`src/rtl/sat_counter.sv`:
```
// Saturating up-counter. clr and inc together load 1, which restarts a count
// in the same cycle the old value is consumed.
module sat_counter #(
   parameter int W = 8
) (
   input  logic         clk,
   input  logic         rst,
   input  logic         clr_i,
   input  logic         inc_i,
   output logic [W-1:0] cnt_o
);

   logic [W-1:0] cnt_q;
   logic [W-1:0] cnt_d;
   logic [W-1:0] base;

   always_comb begin
      base  = clr_i ? '0 : cnt_q;
      cnt_d = base;
      if (inc_i && (base != {W{1'b1}})) begin
         cnt_d = base + W'(1);
      end
   end

   always_ff @(posedge clk) begin
      if (rst) begin
         cnt_q <= '0;
      end else begin
         cnt_q <= cnt_d;
      end
   end

   assign cnt_o = cnt_q;

endmodule

```
`config.mk`:
```
export PLATFORM = sky130hd
export DESIGN_NAME = sat_counter
export DESIGN_NICKNAME = d
export VERILOG_FILES = /design/src/rtl/sat_counter.sv
export SDC_FILE = /design/constraint.sdc
export NUM_CORES = 1
export LEC_CHECK = 0
export CAP_MARGIN = 20
export CORE_AREA = 5 5 42 44
export DETAILED_ROUTE_END_ITERATION = 12
export DIE_AREA = 0 0 47 49
export HOLD_SLACK_MARGIN = 0.1
export SLEW_MARGIN = 20
export SYNTH_ARGS = -nofsm -noshare
export SYNTH_HDL_FRONTEND = slang
export SYNTH_SLANG_ARGS = --single-unit
```
`constraint.sdc`:
```
create_clock -name clk -period 1.1 [get_ports clk]
set_input_delay 0.33 -clock clk [delete_from_list [all_inputs] [get_ports clk]]
set_output_delay 0.33 -clock clk [all_outputs]
set_load 0.005 [all_outputs]
```
==> key figures, run 1 <==
GRT
  • Largest net degree at the start of global routing: 9
  • Total GRT Usage: 0.109
  • GRT met1 Usage: 0.126
  • GR Util met2: 0.165
  • Total gr overflow: 0
  • Initial antenna violation count: 0
  • Top Usage Layer GRT: met2
  • Vias in the first global route: between 400 and 500
  • First-pass GRT wire length: ~1800 um
  • GR Util met3: 0.0480

Clocking
  • Skew-Pair Late Insertion Delay: around 260 ps
  • Num CTS Buffers: 3
  • CTS clk-pin slew, worst paths: ~60 ps
  • Worst-case clock buffer depth: 2
  • # clock sinks: 8
  • Htree depth: 1
  • CTS tree: built
  • Root Buffer: clkbuf_4
  • CTS hold repair buffers: 0

Finish
  • Final Util: 0.436
  • Share of layout cells above drive strength 1: 0.576
  • Post-route cell area: 611 sq um
  • Final net count: between 70 and 80
  • Largest register FFs: 8
  • Area grow syn2layout: 65.4%
  • # diodes: 0

STA
  • Fin. Hold Viols: 0
  • Clock skew: between 2 and 2.5 ps
  • Slew of the pin with the lowest slew margin: between 150 and 200 ps
  • Setup slack after layout: around 39 ps
  • Pins Over Slew Limit: 0
  • Highest clock rate: between 900 and 1000 MHz
  • Unrepaired setup endpoints after global routing: yes
  • Tmin final: ~1100 ps
  • Tcrit/Tclk final: 0.964
  • Slew headroom: 0.880
  • Setup Viol. Count Final: 0

Synth
  • Avg Inst Size Synth: between 9 and 10 sq um
  • Async S/R FF share, synth: 0
  • Seq cells post-synth: 8
  • Distinct cells, synth: 20
  • Top_reg_cell synth: dfxtp_1
  • Cells after synthesis: 41
  • Yosys top cell area share: 0.434
  • Yosys top cell by area: dfxtp_1
  • Cell Area, Synth: about 370 sq um
  • Syn_nets: 45
  • Post-synthesis sequential area ratio: 0.434
  • Yosys warns: 0
  • EDFF count, synth: 0
  • Synth top area cells: dfxtp_1 43%, a21oi_1 5.4%, nor3_1 5.4%

Place
  • Post-DP HPWL: approximately 700 um
  • Routability-driven placement congestion ratio: approximately 0.85
  • I/O Buffers: 11
  • Placement Cell Area: just under 600 sq um
  • Place WS: -430 ps

Power
  • Power per Cell Area: roughly 950 nW/um^2
  • Max VDD drop: between 0.4 and 0.5 mV
  • Lkg Pwr: 0.000250 uW

Hold path
  • Hold Path Depth: 2
  • Endpoint, Worst Hold: cnt_o[7]
  • Hold_sp: cnt_o[7]
  • Hold Crit Class: reg2reg

Setup path
  • CP Class: reg2reg
  • Crit end category: register
  • CP Max Fanout: 5
  • R2r worst-path depth: 3
  • Worst endpoint required time: approximately 1300 ps
  • RR Endpoint: cnt_o[1]
  • Startpoint types: register
  • Arrival time worst endpoint: about 1200 ps
  • Reg2reg setup slack: 40 ps
  • Worst r2r src: cnt_o[6]

Drt
  • Post-Route WL: about 1100 um
  • Vias: 421
  • Drt initial violations: 4
  • Routed Antenna Nets: 0
  • DRC: 0
  • DR vias/cell: 5.13
  • Routed WL per cell: between 10 and 15 um
  • Initial DRT Pass Iterations: 2

Die
  • Chip width: 47 um
  • FP Rows: 14
  • Initial Utilization: 0.263
  • Core Area: roughly 1400 sq um
  • DIE HEIGHT: approximately 49 um
  • I/O pins: 12
  • Full die area: roughly 2300 sq um

Flow run
  • Max-cap violation count: 0

Outcome
  • Outcome: completed
[worst max path at each step]
| stage | from | endpoint | slack, ps | depth (start not counted) |
|---|---|---|---|---|
| floorplan | cnt_o[5] | cnt_o[1] | 30 | 3 |
| global placement | clr_i | cnt_o[1] | -440 | 4 |
| detailed placement | clr_i | cnt_o[4] | -430 | 4 |
| CTS | cnt_o[7] | cnt_o[1] | 6 | 4 |
| global route | cnt_o[5] | cnt_o[1] | -30 | 3 |
| finish | cnt_o[6] | cnt_o[1] | 40 | 3 |
[logic make-up after synthesis]
kind of cell,synth area share
and+or+nand+nor,0.336
DFF,0.434
AOI/OAI and AO/OA,0.231
[layer usage]
layer | vias to the layer above | part of all wire
met5 | - | 0
met1 | 193 | 0.46
met4 | 0 | 0.0091
met3 | 2 | 0.059
met2 | 13 | 0.48
li1 | 213 | -
[cells in the final DEF (no fill, tap or decap)]
cell type	synthesis	routed
nor2_2	0	1
buf_2	0	8
clkbuf_4	0	3
nor2b_1	1	1
dlygate4sd2_1	0	1
and3_2	1	1
nor3_1	4	3
clkdlybuf4s50_1	0	1
nand3b_1	1	1
a211oi_2	1	2
and4_4	0	1
and4_1	2	1
buf_4	0	8
nand2_1	2	2
nor3_4	0	1
o21ai_1	0	2
clkdlybuf4s15_1	0	1
dfxtp_2	0	7
nor2_1	2	1
and2_1	1	1
or2_4	0	1
nand3_1	1	1
and4b_4	1	1
a31oi_1	3	3
a41oi_1	1	1
nand4_1	3	3
buf_6	0	3
a21oi_1	4	4
dfxtp_4	0	1
o21bai_1	1	1
[synthesized netlist by cell type (2+ instances only)]
cell / count
nand4_1: 3
nor2_1: 2
a21oi_1: 4
o21ai_0: 2
dfxtp_1: 8
and4_1: 2
nor3_1: 4
a31oi_1: 3
nand2_1: 2
[metrics by stage]
step	power, uW	TNS [ps]	hold WS [ps]	cells
2_1_floorplan	316	0	429	41
3_3_place_gp	355	-3400	557	80
3_5_place_dp	356	-3350	568	80
4_1_cts	587	0	568	83
5_1_grt	609	-67.0	531	82
6_report	579	0	487	82
[critical path, cell delays in order, from the launching register on]
cell,delay [ps]
dfxtp_4,360
and4b_4,290
nand4_1,120
a211oi_2,210
[where the power goes]
part           total [uW]  internal, uW  switching [uW]
sequential            293           292            1.89
clock                 232           125             107
combinational        54.2          30.8            23.4
total                 579           448             132
[layout make-up]
| cell class | instances | area [sq um] |
|---|---|---|
| Multi-Input combinational cell | 33 | 233 |
| Clock buffer | 3 | 22.5 |
| Timing Repair Buffer | 22 | 163 |
| Fill cell | 155 | 791 |
| Tap cell | 16 | 20.0 |
| Sequential cell | 8 | 173 |
[what timing repair did]
action	in CTS	in global routing
pin swaps	4	6
gates resized for setup	46	11
setup buffers	0	2
endpoints found under the setup margin	16	8
No activity file was read; power rests on OpenSTA's default activity.
==> run 2, diff against run 1 <==
--- a/config.mk
+++ b/config.mk
@@ -6,9 +6,9 @@
 export NUM_CORES = 1
 export LEC_CHECK = 0
 export CAP_MARGIN = 20
-export CORE_AREA = 5 5 42 44
+export CORE_AREA = 8 8 45 47
 export DETAILED_ROUTE_END_ITERATION = 12
-export DIE_AREA = 0 0 47 49
+export DIE_AREA = 0 0 53 55
 export HOLD_SLACK_MARGIN = 0.1
 export SLEW_MARGIN = 20
 export SYNTH_ARGS = -nofsm -noshare
==> key figures, run 2 (same netlist as run 1, synthesis figures left out) <==
Clocking
  • CTS clk-pin slew, worst paths: 50 ps
  • Num CTS Buffers: 3
  • Worst-case clock buffer depth: 2
  • CTS hold repair buffers: 0
  • CTS tree: built
  • Htree depth: 1
  • Root Buffer: clkbuf_4
  • # clock sinks: 8
  • Skew-Pair Late Insertion Delay: 250 ps

STA
  • Highest clock rate: 914 MHz
  • Tmin final: 1090 ps
  • Fin. Hold Viols: 0
  • Pins Over Slew Limit: 0
  • Slew headroom: 0.845
  • Setup Viol. Count Final: 0
  • Slew of the pin with the lowest slew margin: 232 ps
  • Clock skew: between 3 and 4 ps
  • Unrepaired setup endpoints after global routing: yes
  • Tcrit/Tclk final: 0.994

Setup path
  • Crit end category: register
  • Startpoint types: register
  • Arrival time worst endpoint: ~1300 ps
  • Worst endpoint required time: 1270 ps
  • CP Class: reg2reg
  • CP Max Fanout: 4

Power
  • Lkg Pwr: 0.000274 uW
  • Max VDD drop: 0.377 mV
  • Power per Cell Area: 864 nW/um^2
  • Final Power: 575 uW

GRT
  • Vias in the first global route: 450
  • Largest net degree at the start of global routing: 9
  • Total gr overflow: 0
  • First-pass GRT wire length: 1850 um
  • Total GRT Usage: 0.0849
  • Initial antenna violation count: 0

Drt
  • Routed Antenna Nets: 0
  • Initial DRT Pass Iterations: 4
  • Routed WL per cell: ~14 um
  • Post-Route WL: 1260 um
  • DR vias/cell: roughly 5.2
  • Drt initial violations: 8
  • DRC: 0
  • Vias: about 460

Place
  • I/O Buffers: 11
  • Post-DP HPWL: around 820 um
  • Placement Cell Area: 604 sq um
  • Routability-driven placement congestion ratio: between 0.8 and 0.9
  • Post-Place Cells: 82

Finish
  • Final net count: 77
  • Most common cell after layout, fill and taps aside: buf_4
  • Post-route cell area: approximately 670 sq um
  • Share of layout cells above drive strength 1: 0.648
  • Area grow syn2layout: 80.3%
  • Largest register FFs: 8
  • Leading cell types in the layout, fill and taps excluded: 11 x buf_4, 8 x dfxtp_2, 8 x buf_2
  • # diodes: 0
  • Layout Cells excl Fill: between 80 and 90

Die
  • FP Rows: 14
  • Full die area: ~2900 sq um
  • Core Area: around 1400 sq um
  • Initial Utilization: 0.267
  • DIE HEIGHT: between 50 and 60 um
  • Chip width: between 50 and 60 um
  • I/O pins: 12

Outcome
  • Outcome: completed

Hold path
  • Hold Crit Class: reg2reg

Flow run
  • Max-cap violation count: 0
run 2: cell type report:
type,instances,area (sq um)
Clock buffer,3,22.5
Fill cell,153,718
Multi-Input combinational cell,33,246
Sequential cell,8,170
Tap cell,16,20.0
Timing Repair Buffer,27,206
run 2: final timing paths:
kind,end,cells after the start,from,slack (ps)
min reg2reg,cnt_o[3],2,cnt_o[3],580
max reg2reg,cnt_o[1],4,cnt_o[5],6
min,cnt_o[3],2,cnt_o[3],580
max,cnt_o[1],4,cnt_o[5],6
run 2: power breakdown:
group / total [uW] / switching (uW) / internal (uW)
clock: 225 / 99.8 / 125
sequential: 297 / 2.55 / 294
combinational: 54.0 / 25.4 / 28.7
run 2: metal layers:
layer,up-vias,routed length (um),track usage
met5,-,0,0
met4,0,0,0.0259
met3,0,107,0.0455
met2,20,674,0.160
met1,210,474,0.0765
li1,226,-,-
run 2: through the flow:
| stage | worst slack (ps) | setup TNS [ps] | utilization | hold slack (ps) |
|---|---|---|---|---|
| CTS | 7.32 | 0 | 0.433 | 581 |
| detailed placement | -447 | -3550 | 0.437 | 591 |
| finish | 6.11 | 0 | 0.481 | 580 |
| global route | -32.1 | -130 | 0.481 | 616 |
| global placement | -429 | -3410 | 0.437 | 579 |
| floorplan | 34.4 | 0 | - | 429 |
run 2: worst max-delay path, stage by stage, from the launching register on:
cell	delay (ps)
dfxtp_2	320
buf_4	100
and4b_4	270
nand4_1	120
a211oi_2	180
run 2: what timing repair did:
item	CTS	global route
endpoints found under the hold margin	0	0
setup endpoints to repair	16	7
resized for setup	44	14
buffers inserted	0	2
pin swaps	6	6
